[config.mk]
export PLATFORM = sky130hd
export DESIGN_NAME = pipeline_stage_ctrl_flat
export DESIGN_NICKNAME = d
export VERILOG_FILES = /design/src/rtl/pipeline_stage_ctrl_if.sv /design/src/rtl/pipeline_stage_ctrl.sv /design/src/flat_wrapper.sv
export SDC_FILE = /design/constraint.sdc
export NUM_CORES = 1
export LEC_CHECK = 0
export BUFFER_PORTS_ARGS = -buffer_cell sky130_fd_sc_hd__buf_4
export CAP_MARGIN = 30
export CORE_AREA = 5 5 42 44
export CTS_BUF_LIST = sky130_fd_sc_hd__clkbuf_4
export DETAILED_ROUTE_END_ITERATION = 16
export DIE_AREA = 0 0 47 49
export PLACE_DENSITY_LB_ADDON = 0.3
export SLEW_MARGIN = 20
export SYNTH_ARGS = -nofsm -noshare
export SYNTH_HDL_FRONTEND = slang
export SYNTH_SLANG_ARGS = --single-unit
[constraint.sdc]
create_clock -name CLK -period 2.6 [get_ports CLK]
set_input_delay 0.26 -clock CLK [delete_from_list [all_inputs] [get_ports CLK]]
set_output_delay 0.26 -clock CLK [all_outputs]
set_load 0.03 [all_outputs]
[src/rtl/pipeline_stage_ctrl_if.sv]
// -----------------------------------------------------------------------------
// pipeline_stage_ctrl_if
//
// Purpose:
//   Bundles the hazard/handshake inputs seen by the pipeline stage controller
//   and the latch-control outputs it produces. Clock and reset are not part of
//   the bundle; they are wired as plain ports on the controller.
//
// Signals (direction as seen by the controller, i.e. the slave modport):
//   in : ihit             instruction fetch completes this cycle
//   in : dhit             data access completes this cycle
//   in : dmemREN_mem      MEM-stage load request
//   in : dmemWEN_mem      MEM-stage store request
//   in : MemRead_ex       EX-stage instruction is a load
//   in : rt_ex[4:0]       EX-stage load destination register
//   in : rs_id[4:0]       ID-stage source register 1
//   in : rt_id[4:0]       ID-stage source register 2
//   in : branch_taken_ex  EX-stage branch/jump redirects the PC
//   in : halt_wb          halt instruction has reached WB
//   out: pc_en            PC update enable
//   out: en_fd/de/em/mw   pipeline latch enables
//   out: flush_fd/de/em/mw pipeline latch clears (override enables)
//   out: dmem_busy        controller is waiting on a data access
//
// Modports:
//   master : pipeline / environment side (drives hazard inputs)
//   slave  : controller side
// -----------------------------------------------------------------------------
interface pipeline_stage_ctrl_if;

    logic       ihit;
    logic       dhit;
    logic       dmemREN_mem;
    logic       dmemWEN_mem;
    logic       MemRead_ex;
    logic [4:0] rt_ex;
    logic [4:0] rs_id;
    logic [4:0] rt_id;
    logic       branch_taken_ex;
    logic       halt_wb;

    logic       pc_en;
    logic       en_fd;
    logic       en_de;
    logic       en_em;
    logic       en_mw;
    logic       flush_fd;
    logic       flush_de;
    logic       flush_em;
    logic       flush_mw;
    logic       dmem_busy;

    modport master (
        output ihit,
        output dhit,
        output dmemREN_mem,
        output dmemWEN_mem,
        output MemRead_ex,
        output rt_ex,
        output rs_id,
        output rt_id,
        output branch_taken_ex,
        output halt_wb,
        input  pc_en,
        input  en_fd,
        input  en_de,
        input  en_em,
        input  en_mw,
        input  flush_fd,
        input  flush_de,
        input  flush_em,
        input  flush_mw,
        input  dmem_busy
    );

    modport slave (
        input  ihit,
        input  dhit,
        input  dmemREN_mem,
        input  dmemWEN_mem,
        input  MemRead_ex,
        input  rt_ex,
        input  rs_id,
        input  rt_id,
        input  branch_taken_ex,
        input  halt_wb,
        output pc_en,
        output en_fd,
        output en_de,
        output en_em,
        output en_mw,
        output flush_fd,
        output flush_de,
        output flush_em,
        output flush_mw,
        output dmem_busy
    );

endinterface

[src/rtl/pipeline_stage_ctrl.sv]
// -----------------------------------------------------------------------------
// pipeline_stage_ctrl
//
// Purpose:
//   Central stall/flush controller for a classic 5-stage pipeline. It combines
//   instruction/data memory readiness, load-use hazards, taken branches and
//   halt into PC/latch enables and latch flushes.
//
//   A small FSM tracks whether the pipeline is running (RUN), waiting for an
//   outstanding data access (DWAIT) or halted (HALT). The control outputs are
//   combinational from the current state and the inputs, so a hazard seen in a
//   cycle acts on the latches at the end of that same cycle.
//
// Ports:
//   CLK        in   sole clock, rising edge
//   nRST       in   synchronous active-low reset
//   stall_cnt  out  [31:0] saturating stall-cycle counter (optional, see below)
//   bus        slave modport of pipeline_stage_ctrl_if (hazard inputs and
//              PC/latch control outputs)
//
// Configuration:
//   PSC_STALL_CNT_EN  when defined, adds the stall_cnt port and counter. It
//                     counts cycles with pc_en low while not halted and not in
//                     reset, saturating at all-ones. When undefined, the port
//                     and counter are absent and all other behaviour is the
//                     same.
// -----------------------------------------------------------------------------
module pipeline_stage_ctrl (
    input  logic                  CLK,
    input  logic                  nRST,
`ifdef PSC_STALL_CNT_EN
    output logic [31:0]           stall_cnt,
`endif
    pipeline_stage_ctrl_if.slave  bus
);

    // -------------------------------------------------------------------------
    // State encoding. Encoding 2'b11 is unused; it is treated as a freeze and
    // recovers to RUN on the next edge.
    // -------------------------------------------------------------------------
    typedef enum logic [1:0] {
        ST_RUN   = 2'd0,
        ST_DWAIT = 2'd1,
        ST_HALT  = 2'd2
    } state_e;

    // Control word, MSB first, matching the order of the output port list.
    typedef struct packed {
        logic pc_en;
        logic en_fd;
        logic en_de;
        logic en_em;
        logic en_mw;
        logic flush_fd;
        logic flush_de;
        logic flush_em;
        logic flush_mw;
        logic dmem_busy;
    } ctrl_t;

    // Everything held, nothing cleared.
    localparam ctrl_t CTRL_FREEZE  = 10'b00000_0000_0;
    // Reset: hold everything and clear every latch.
    localparam ctrl_t CTRL_RESET   = 10'b00000_1111_0;
    // Normal advance of the whole pipe.
    localparam ctrl_t CTRL_ADVANCE = 10'b11111_0000_0;
    // Taken branch: advance, but squash the two wrong-path instructions.
    localparam ctrl_t CTRL_BRANCH  = 10'b11111_1100_0;
    // Load-use: hold PC and FD, insert a bubble into DE, let EX/MEM move on.
    localparam ctrl_t CTRL_BUBBLE  = 10'b00011_0100_0;
    // Data done but fetch not: retire MEM into WB, leave a bubble in EM.
    localparam ctrl_t CTRL_DRAIN   = 10'b00001_0010_0;

    state_e state_q;
    ctrl_t  ctrl_s;

    logic   dreq_s;
    logic   dok_s;
    logic   adv_s;
    logic   lu_s;

    // -------------------------------------------------------------------------
    // Load-use hazard: the EX-stage load writes a register the ID-stage
    // instruction reads. Register 0 is hardwired and never creates a hazard.
    // -------------------------------------------------------------------------
    function automatic logic load_use(
        input logic       mem_read,
        input logic [4:0] rt_ex,
        input logic [4:0] rs_id,
        input logic [4:0] rt_id
    );
        return mem_read & (rt_ex != 5'd0) & ((rt_ex == rs_id) | (rt_ex == rt_id));
    endfunction

    // -------------------------------------------------------------------------
    // Control word for an active (non-halted) cycle. Shared by RUN and DWAIT:
    // in DWAIT the access is still requested, so without dhit dok is low and
    // the result is a full freeze; with dhit it behaves exactly like RUN.
    // Branch wins over load-use because the instruction in ID is on the wrong
    // path anyway and is squashed.
    // -------------------------------------------------------------------------
    function automatic ctrl_t active_ctrl(
        input logic dok,
        input logic adv,
        input logic dreq,
        input logic branch,
        input logic lu
    );
        ctrl_t c;
        c = CTRL_FREEZE;
        if (!dok) begin
            c = CTRL_FREEZE;
        end else if (adv) begin
            if (branch) begin
                c = CTRL_BRANCH;
            end else if (lu) begin
                c = CTRL_BUBBLE;
            end else begin
                c = CTRL_ADVANCE;
            end
        end else if (dreq) begin
            // dok with a request means dhit; only ihit is missing.
            c = CTRL_DRAIN;
        end else begin
            c = CTRL_FREEZE;
        end
        return c;
    endfunction

    // Derived readiness terms and hazard detection.
    always_comb begin
        dreq_s = bus.dmemREN_mem | bus.dmemWEN_mem;
        dok_s  = ~dreq_s | bus.dhit;
        adv_s  = bus.ihit & dok_s;
        lu_s   = load_use(bus.MemRead_ex, bus.rt_ex, bus.rs_id, bus.rt_id);
    end

    // Control word decode from current state and inputs. Reset dominates,
    // then a halt reaching WB freezes everything in its own cycle.
    always_comb begin
        ctrl_s = CTRL_FREEZE;
        if (!nRST) begin
            ctrl_s = CTRL_RESET;
        end else if (bus.halt_wb) begin
            ctrl_s = CTRL_FREEZE;
        end else begin
            case (state_q)
                ST_RUN: begin
                    ctrl_s = active_ctrl(dok_s, adv_s, dreq_s, bus.branch_taken_ex, lu_s);
                end
                ST_DWAIT: begin
                    ctrl_s           = active_ctrl(dok_s, adv_s, dreq_s, bus.branch_taken_ex, lu_s);
                    ctrl_s.dmem_busy = 1'b1;
                end
                ST_HALT: begin
                    ctrl_s = CTRL_FREEZE;
                end
                default: begin
                    ctrl_s = CTRL_FREEZE;
                end
            endcase
        end
    end

    // FSM state register with transitions; halt has priority, reset beats all.
    always_ff @(posedge CLK) begin
        if (!nRST) begin
            state_q <= ST_RUN;
        end else if (bus.halt_wb) begin
            state_q <= ST_HALT;
        end else begin
            case (state_q)
                ST_RUN: begin
                    if (dreq_s && !bus.dhit) begin
                        state_q <= ST_DWAIT;
                    end else begin
                        state_q <= ST_RUN;
                    end
                end
                ST_DWAIT: begin
                    if (bus.dhit) begin
                        state_q <= ST_RUN;
                    end else begin
                        state_q <= ST_DWAIT;
                    end
                end
                ST_HALT: begin
                    state_q <= ST_HALT;
                end
                default: begin
                    state_q <= ST_RUN;
                end
            endcase
        end
    end

    assign bus.pc_en     = ctrl_s.pc_en;
    assign bus.en_fd     = ctrl_s.en_fd;
    assign bus.en_de     = ctrl_s.en_de;
    assign bus.en_em     = ctrl_s.en_em;
    assign bus.en_mw     = ctrl_s.en_mw;
    assign bus.flush_fd  = ctrl_s.flush_fd;
    assign bus.flush_de  = ctrl_s.flush_de;
    assign bus.flush_em  = ctrl_s.flush_em;
    assign bus.flush_mw  = ctrl_s.flush_mw;
    assign bus.dmem_busy = ctrl_s.dmem_busy;

`ifdef PSC_STALL_CNT_EN
    logic [31:0] stall_cnt_q;

    // Saturating count of cycles the PC is held, excluding HALT and reset.
    always_ff @(posedge CLK) begin
        if (!nRST) begin
            stall_cnt_q <= 32'd0;
        end else if ((state_q != ST_HALT) && !ctrl_s.pc_en &&
                     (stall_cnt_q != 32'hFFFF_FFFF)) begin
            stall_cnt_q <= stall_cnt_q + 32'd1;
        end else begin
            stall_cnt_q <= stall_cnt_q;
        end
    end

    assign stall_cnt = stall_cnt_q;
`endif

endmodule

[src/flat_wrapper.sv]
// flat-port wrapper written by rule: the top's interface ports become plain ports
module pipeline_stage_ctrl_flat 
  (CLK, nRST, bus_ihit, bus_dhit, bus_dmemREN_mem, bus_dmemWEN_mem, bus_MemRead_ex, bus_rt_ex, bus_rs_id, bus_rt_id, bus_branch_taken_ex, bus_halt_wb, bus_pc_en, bus_en_fd, bus_en_de, bus_en_em, bus_en_mw, bus_flush_fd, bus_flush_de, bus_flush_em, bus_flush_mw, bus_dmem_busy);
  pipeline_stage_ctrl_if bus_i ();
  input  logic CLK;
  input  logic nRST;
  input wire logic [$bits(bus_i.ihit)-1:0] bus_ihit;
  input wire logic [$bits(bus_i.dhit)-1:0] bus_dhit;
  input wire logic [$bits(bus_i.dmemREN_mem)-1:0] bus_dmemREN_mem;
  input wire logic [$bits(bus_i.dmemWEN_mem)-1:0] bus_dmemWEN_mem;
  input wire logic [$bits(bus_i.MemRead_ex)-1:0] bus_MemRead_ex;
  input wire logic [$bits(bus_i.rt_ex)-1:0] bus_rt_ex;
  input wire logic [$bits(bus_i.rs_id)-1:0] bus_rs_id;
  input wire logic [$bits(bus_i.rt_id)-1:0] bus_rt_id;
  input wire logic [$bits(bus_i.branch_taken_ex)-1:0] bus_branch_taken_ex;
  input wire logic [$bits(bus_i.halt_wb)-1:0] bus_halt_wb;
  output wire logic [$bits(bus_i.pc_en)-1:0] bus_pc_en;
  output wire logic [$bits(bus_i.en_fd)-1:0] bus_en_fd;
  output wire logic [$bits(bus_i.en_de)-1:0] bus_en_de;
  output wire logic [$bits(bus_i.en_em)-1:0] bus_en_em;
  output wire logic [$bits(bus_i.en_mw)-1:0] bus_en_mw;
  output wire logic [$bits(bus_i.flush_fd)-1:0] bus_flush_fd;
  output wire logic [$bits(bus_i.flush_de)-1:0] bus_flush_de;
  output wire logic [$bits(bus_i.flush_em)-1:0] bus_flush_em;
  output wire logic [$bits(bus_i.flush_mw)-1:0] bus_flush_mw;
  output wire logic [$bits(bus_i.dmem_busy)-1:0] bus_dmem_busy;
  assign bus_i.ihit = bus_ihit;
  assign bus_i.dhit = bus_dhit;
  assign bus_i.dmemREN_mem = bus_dmemREN_mem;
  assign bus_i.dmemWEN_mem = bus_dmemWEN_mem;
  assign bus_i.MemRead_ex = bus_MemRead_ex;
  assign bus_i.rt_ex = bus_rt_ex;
  assign bus_i.rs_id = bus_rs_id;
  assign bus_i.rt_id = bus_rt_id;
  assign bus_i.branch_taken_ex = bus_branch_taken_ex;
  assign bus_i.halt_wb = bus_halt_wb;
  assign bus_pc_en = bus_i.pc_en;
  assign bus_en_fd = bus_i.en_fd;
  assign bus_en_de = bus_i.en_de;
  assign bus_en_em = bus_i.en_em;
  assign bus_en_mw = bus_i.en_mw;
  assign bus_flush_fd = bus_i.flush_fd;
  assign bus_flush_de = bus_i.flush_de;
  assign bus_flush_em = bus_i.flush_em;
  assign bus_flush_mw = bus_i.flush_mw;
  assign bus_dmem_busy = bus_i.dmem_busy;
  pipeline_stage_ctrl u_core (.CLK(CLK), .nRST(nRST), .bus(bus_i));
endmodule
After elaboration in Yosys (flattened, before gate mapping)

Index checks and enable logic that the tools add are counted.

Bits in read-only memories: 0
Memory bits (writable): 0
Memories kept: 0
Bits in latches: 0
Register bits after elaboration: 2
Logic and storage cells: 31
Bits of input ports: 24

Magnitude comparators: 0
Add/sub/neg operators: 0
Shift operators: 0
$mul: 0
Equality and inequality tests: 4
Bitwise operators: 8
Reduce and logical (&&, ||, !) cells: 5
Divide/modulo/power cells: 0
Mux-type cells: 12

Operator list:

| cell               | count |
|---|---|
| $mux 10            | 6 |
| $pmux 10 s2        | 1 |
| $eq 5x5->1         | 2 |
| $mux 6             | 1 |
| $pmux 2 s3         | 1 |
| $reduce_bool 5->1  | 1 |
| $and 1x1->1        | 3 |
| $or 1x1->1         | 3 |
| $eq 2x1->1 const B | 1 |
| $eq 2x2->1 const B | 1 |
| $logic_not 2->1    | 1 |
| $mux 1             | 2 |
| $mux 2             | 1 |
| $not 1->1          | 2 |
| $reduce_or 2->1    | 1 |
| $logic_and 1x1->1  | 1 |
| $logic_not 1->1    | 1 |

Longest topological paths before layout

Gate-level depths: netlist of the first run.

Depth in word-level cells: 10
Depth in mapped cells: 5
Depth with buffers taken out: 4

Worst setup path after synthesis of the first run

Ideal clock, no wire load.

Path type: register to output
Start point: register u_core.state_q[1]
End point: output port bus_en_fd
Slack: 731 ps
Required time: 2340 ps
Arrival: 1609 ps
Path buffers: 1
Cell stages (with the launch flop): 6
Cells stage by stage: dfxtp_1 nor2_1 o211a_1 and2_1 o31a_1 buf_4

Word-level cells in the longest chain between the ends: 4
Elaborated cells on any way between the ends: 5
Classes of those cells: eq/ne (1); mux (3); reduce/logical (1)

Ends and longest elaborated chain:

| element                                       | line                       | source |
|---|---|---|
| start, declared                               | pipeline_stage_ctrl.sv:74  | `state_e state_q;` |
| start signal, assigned                        | pipeline_stage_ctrl.sv:168 | `state_q <= ST_RUN;` |
| start signal, assigned                        | pipeline_stage_ctrl.sv:170 | `state_q <= ST_HALT;` |
| start signal, assigned                        | pipeline_stage_ctrl.sv:175 | `state_q <= ST_DWAIT;` |
| $eq 2x1->1 or $logic_not 2->1 (tied branches) | pipeline_stage_ctrl.sv:147 | `case (state_q)` |
| $pmux 10 s2 *                                 | pipeline_stage_ctrl.sv:147 |  |
| $mux 10 *                                     | pipeline_stage_ctrl.sv:144 | `end else if (bus.halt_wb) begin` |
| $mux 10 *                                     | pipeline_stage_ctrl.sv:142 | `if (!nRST) begin` |
| end, declared                                 | flat_wrapper.sv:18         | `output wire logic [$bits(bus_i.en_fd)-1:0] bus_en_fd;` |

Every way passes the cells marked *; elsewhere a longest branch is shown, timed or not.

Worst setup path after layout of the first run

Ends and elaborated chain as after synthesis.

==> metrics.yaml, run 1 <==
outcome: "finished clean"
synth_area_sq_um: 305
syn_avg_cell_area_sq_um: 7.27
yosysWarnings: 0
routedWlPerCell_microns: 10.9
finalPower_uw: 185
fin_crit_sh_pct: 64.7
h-tree-depth: 1
leakagePower_uw: 0.000295
largest_reg_flops: 2
setup-violations-final: 0
slew_headroom_pct: 83.5
yosysTopAreaCellShare_pct: 28.7
rsz0062_at_grt: "no"
clock_path_buffers: 2
rows: 14
path_clk_slew_ns: 0.03
fin_ws_ns: 0.918
vias_per_cell: 4.60
required_ns: 2.34
cp-end-kind: "output port"
skew_ns: 0.00168
vdd_drop_max_v: 0.000113
crit_fanout: 3
grt_pass1_vias: 411
syn_inst: 42
start_kind: "flop"
cts_made_buffers: 3
critPathKind: "flop to output port"
core_area_sq_mm: 0.00140
regMostFlops: "u_core.state_q"
tightest_slew_ns: 0.247
dr.pass1.iters: 1
io_pins: 34
worstPathArrival_ns: 1.42
biggestRegsByFlops: "u_core.state_q: 2 flops"
reg2reg_depth: 3
port_buffers: 33
antenna_found_initial: 0
gr-usage-all-layers_pct: 9.56
multiInputGateArea_sq_um: 243
min_period_ns: 1.68
nets: 102
cts.sinks: 2
fmax_mhz: 595
fin_util_pct: 41.4
hold_buffers: 0
grt_overflow: 0
yosysUniqueCellTypes: 19
num-fill-cells: 158
root_buffer: "clkbuf_4"
cts_tree: "done"
synth_top_cell_by_area: "xor2_1"
cellPowerDensity_mw_per_mm2: 319
drive_above_1_share_pct: 51.3
grt_max_degree: 7
gp_congestion: 0.733
cts_resized: 0
dieWidth_microns: 47
synthTopCellsByArea: "xor2_1, dfxtp_1, nor2_1"
regArea_sq_um: 40.0
drtIter0Drc: 0
hold-worst-slack_ns: 0.230
whs_path_depth: 2
syn2layout_area_growth_pct: 90.2
hold_class: "input port to flop"
fp.dieH_microns: 49
vias: 423
setup_tns_ns: 0
start_util_pct: 21.8
timing_hold_violations_final: 0
hpwl_microns: 899
detail-route-antenna-nets: 0
drcViolationCount: 0
ys_seq_area_share_pct: 13.1
insertion_delay_ns: 0.22
cap_viol_max_count: 0
diodes: 0
post-cts-setup-buffer-count: 0
drv_slew: 0
grt_pass1_wl_microns: 1610
synth_nets: 66
fp.dieArea_sq_mm: 0.00230
ys_ff_latch: 2
pre_cts_ws_ns: 0.940
routed_wl_microns: 1000
-- cell type report --
class | count | share of cell area (%)
Clock buffer | 3 | 3.88
Inverter | 2 | 1.29
Multi-Input combinational cell | 36 | 41.8
Sequential cell | 2 | 6.90
Tap cell | 16 | 3.45
Timing Repair Buffer | 33 | 42.7
-- power by group --
part | switching [uW] | internal [uW] | leakage (uW)
clock | 16.4 | 50.8 | 0.0000138
sequential | 0.605 | 32.6 | 0.0000165
combinational | 41.3 | 43.5 | 0.000264
-- stage by stage --
step | instances | cell area, sq um
final | 92 | 581
after global routing | 92 | 581
after floorplan | 42 | 305
after global placement | 89 | 558
after detailed placement | 89 | 558
after CTS | 92 | 581
-- cell usage in the layout, fill, tap and decap left out, drive strengths merged --
cell / count
nand2: 4
o211ai: 2
o31a: 1
buf: 33
xor2: 10
a211oi: 1
dfxtp: 2
a22oi: 1
a21oi: 2
clkbuf: 3
nor3: 2
nor2: 6
o21ai: 3
and2: 1
or4: 1
inv: 2
nand3b: 1
o211a: 1
-- cell usage after synthesis --
library cell	count
xor2_1	10
nor2_1	6
nand2_1	4
a21oi_1	2
buf_4	2
dfxtp_1	2
inv_1	2
nor3_1	2
o21ai_0	2
a211oi_1	1
a22oi_1	1
and2_1	1
nand3b_1	1
o211a_1	1
o211ai_1	1
o211ai_2	1
o21ai_2	1
o31a_1	1
or4_4	1
-- worst max-delay path: stages (launching register included) --
cell	delay (ns)
dfxtp_1	0.30
nor2_1	0.17
o211a_1	0.22
and2_1	0.16
o31a_1	0.17
buf_4	0.17
-- routing by layer --
layer | part of all wire (%) | track usage, % | wire (microns)
met2 | 49 | 15.2 | 495
met3 | 16 | 4.80 | 164
met4 | 0.60 | 5.53 | 6
met5 | 0 | 0 | 0
met1 | 34 | 9.63 | 338
-- cell families (layout without fill, tap and decap cells) --
group	Yosys count	count (layout)	synth area share (%)
AND/OR/NAND/NOR	15	15	23.8
AO/OA/AOI/OAI	11	11	27.1
XOR/XNOR	10	10	28.7
buffers and inverters	4	38	7.38
flip-flops	2	2	13.1
-- worst paths after layout --
kind | startpoint | end | slack (ns)
setup / recovery | u_core.state_q[1]$_SDFF_PN0_ | bus_en_fd | 0.92
hold / removal | bus_dhit | u_core.state_q[0]$_SDFF_PP0_ | 0.23
setup reg to reg | u_core.state_q[1]$_SDFF_PN0_ | u_core.state_q[0]$_SDFF_PP0_ | 1.71
hold reg to reg | u_core.state_q[1]$_SDFF_PN0_ | u_core.state_q[1]$_SDFF_PN0_ | 0.48
Power figures use the tool's default switching activity.
==> run 2: changes to the inputs <==
==> constraint.sdc (replaced) <==
create_clock -name CLK -period 1.65 [get_ports CLK]
set_input_delay 0.165 -clock CLK [delete_from_list [all_inputs] [get_ports CLK]]
set_output_delay 0.165 -clock CLK [all_outputs]
set_load 0.03 [all_outputs]
==> run 2 against run 1 <==
Hold slack worse by 0.090 ns. Sequential power up 58%. Sequential share of layout area down 0.22 points. Count of clock-buffer cells in the layout unchanged. Combinational power up 62%. Critical path depth unchanged. Setup slack worse by 0.80 ns. Utilization up 1.3 points. Critical endpoint unchanged. Largest power group unchanged. Highest routed layer unchanged.
==> metrics.yaml, run 2 (synthesis gave the netlist of run 1 again) <==
drtIter0Drc: 5  # was 0
final_common_cell: "buf_4"  # unchanged
path_clk_slew_ns: 0.03  # about the same
vias: 431  # was 423
outcome: "finished clean"  # unchanged
core_area_sq_mm: 0.00140  # unchanged
timing_hold_violations_final: 0  # unchanged
cts.sinks: 2  # unchanged
fin_crit_sh_pct: 93.0
h-tree-depth: 1  # unchanged
final_cell_mix: "buf_4, xor2_1, nor2_1"  # unchanged
hpwl_microns: 895  # was 899 microns
hold-worst-slack_ns: 0.139  # was 0.230 ns
vdd_drop_max_v: 0.000153  # was 0.000113 V
pre_cts_ws_ns: 0.191  # was 0.940 ns
nets: 104  # was 102
dr.pass1.iters: 4  # was 1
hold_start: "bus_dhit"  # unchanged
detail-route-antenna-nets: 0  # unchanged
grt_pass1_vias: 435  # was 411
regArea_sq_um: 40.0  # unchanged
antenna_found_initial: 0  # unchanged
fp.dieArea_sq_mm: 0.00230  # unchanged
root_buffer: "clkbuf_4"  # unchanged
rows: 14  # unchanged
dieWidth_microns: 47  # unchanged
routedWlPerCell_microns: 10.9  # about the same
drive_above_1_share_pct: 55.1  # was 51.3%
regMostFlops: "u_core.state_q"  # unchanged
cts_made_buffers: 3  # unchanged
syn2layout_area_growth_pct: 96.3  # was 90.2%
cts_tree: "done"  # unchanged
fmax_mhz: 652
leakagePower_uw: 0.000306  # was 0.000295 uW
start_util_pct: 21.8  # unchanged
rr_endpoint: "u_core.state_q[0]$_SDFF_PP0_"  # unchanged
cellPowerDensity_mw_per_mm2: 502  # was 319 mW/mm^2
crit_fanout: 3  # unchanged
clock_path_buffers: 2  # unchanged
placedCellCount: 90  # was 89
cp-end-kind: "output port"  # unchanged
critPathKind: "flop to output port"  # unchanged
drcViolationCount: 0  # unchanged
whs_path_depth: 2  # unchanged
grt_max_degree: 7  # unchanged
biggestRegsByFlops: "u_core.state_q: 2 flops"  # unchanged
hold_class: "input port to flop"  # unchanged
worstPathArrival_ns: 1.37  # was 1.42 ns
multiInputGateArea_sq_um: 246  # was 243 sq um
insertion_delay_ns: 0.23  # was 0.22 ns
io_pins: 34  # unchanged
tightest_slew_ns: 0.203  # was 0.247 ns
largest_reg_flops: 2  # unchanged
skew_ns: 0.00344  # was 0.00168 ns
reg2reg_depth: 3  # unchanged
drv_slew: 0  # unchanged
gp_congestion: 0.773  # was 0.733
cap_viol_max_count: 0  # unchanged
final_cell_area_sq_um: 599  # was 581 sq um
diodes: 0  # unchanged
fin_ws_ns: 0.115  # was 0.918 ns
fp.dieH_microns: 49  # unchanged
finalPower_uw: 301  # was 185 uW
vias_per_cell: 4.59  # was 4.60
ff2ff_setup_slack_ns: 0.78  # was 1.71 ns
port_buffers: 33  # unchanged
setup-violations-final: 0  # unchanged
placed_area_sq_um: 567  # was 558 sq um
gr-usage-all-layers_pct: 9.85  # was 9.56%
rsz0062_at_grt: "no"  # unchanged
start_kind: "flop"  # unchanged
num-fill-cells: 157  # was 158
required_ns: 1.48  # was 2.34 ns
worstReg2RegStart: "u_core.state_q[1]$_SDFF_PN0_"  # unchanged
slew_headroom_pct: 86.5  # was 83.5%
stdcell_count: 94  # was 92
worstHoldEndpoint: "u_core.state_q[0]$_SDFF_PP0_"  # unchanged
grt_overflow: 0  # unchanged
min_period_ns: 1.53
routed_wl_microns: 1030  # was 1000 microns
grt_pass1_wl_microns: 1640  # was 1610 microns
[run 2: layer usage]
metal	GRT usage (%)	share of wire (%)	vias up
met5	0	0	-
met4	6.91	2.9	0
met3	4.80	14	4
li1	-	-	216
met1	9.41	36	183
met2	15.6	47	28
[run 2: stage by stage]
| stage | setup TNS (ns) | util, % |
|---|---|---|
| floorplan | -0.0372 | - |
| global placement | 0 | 40.4 |
| detailed placement | 0 | 40.4 |
| CTS | 0 | 42.1 |
| global route | 0 | 42.8 |
| finish | 0 | 42.8 |
[run 2: power breakdown]
group	switching [uW]	internal [uW]	total, uW
Clock	30.3	80.5	111
Combinational	65.5	71.7	137
Sequential	1.25	51.3	52.6
Total	97.1	204	301
[run 2: critical path, cell delays in order, from the launching register on]
cell	delay, ns
dfxtp_1	0.31
nor2_2	0.14
o211a_1	0.20
and2_2	0.16
o31a_1	0.17
buf_4	0.17
[run 2: how the worst max path moves through the flow]
stage	from	endpoint	cells past startpoint
detailed placement	bus_rt_ex[0]	bus_en_fd	5
floorplan	u_core.state_q[1]$_SDFF_PN0_	bus_en_fd	5
finish	u_core.state_q[1]$_SDFF_PN0_	bus_en_fd	5
global placement	bus_rt_ex[0]	bus_pc_en	5
CTS	u_core.state_q[1]$_SDFF_PN0_	bus_en_fd	5
global route	u_core.state_q[1]$_SDFF_PN0_	bus_en_fd	5
[run 2: timing repair]
item / in CTS / in global routing
endpoints found under the setup margin: 0 / 3
resized for setup: 0 / 1
hold buffers: 0 / 0
setup buffers: 0 / 1
[run 2: cell type report]
| type | count | area share, % |
|---|---|---|
| Timing Repair Buffer | 35 | 43.8 |
| Multi-Input combinational cell | 36 | 41.1 |
| Sequential cell | 2 | 6.68 |
| Clock buffer | 3 | 3.76 |
| Tap cell | 16 | 3.34 |
| Inverter | 2 | 1.25 |
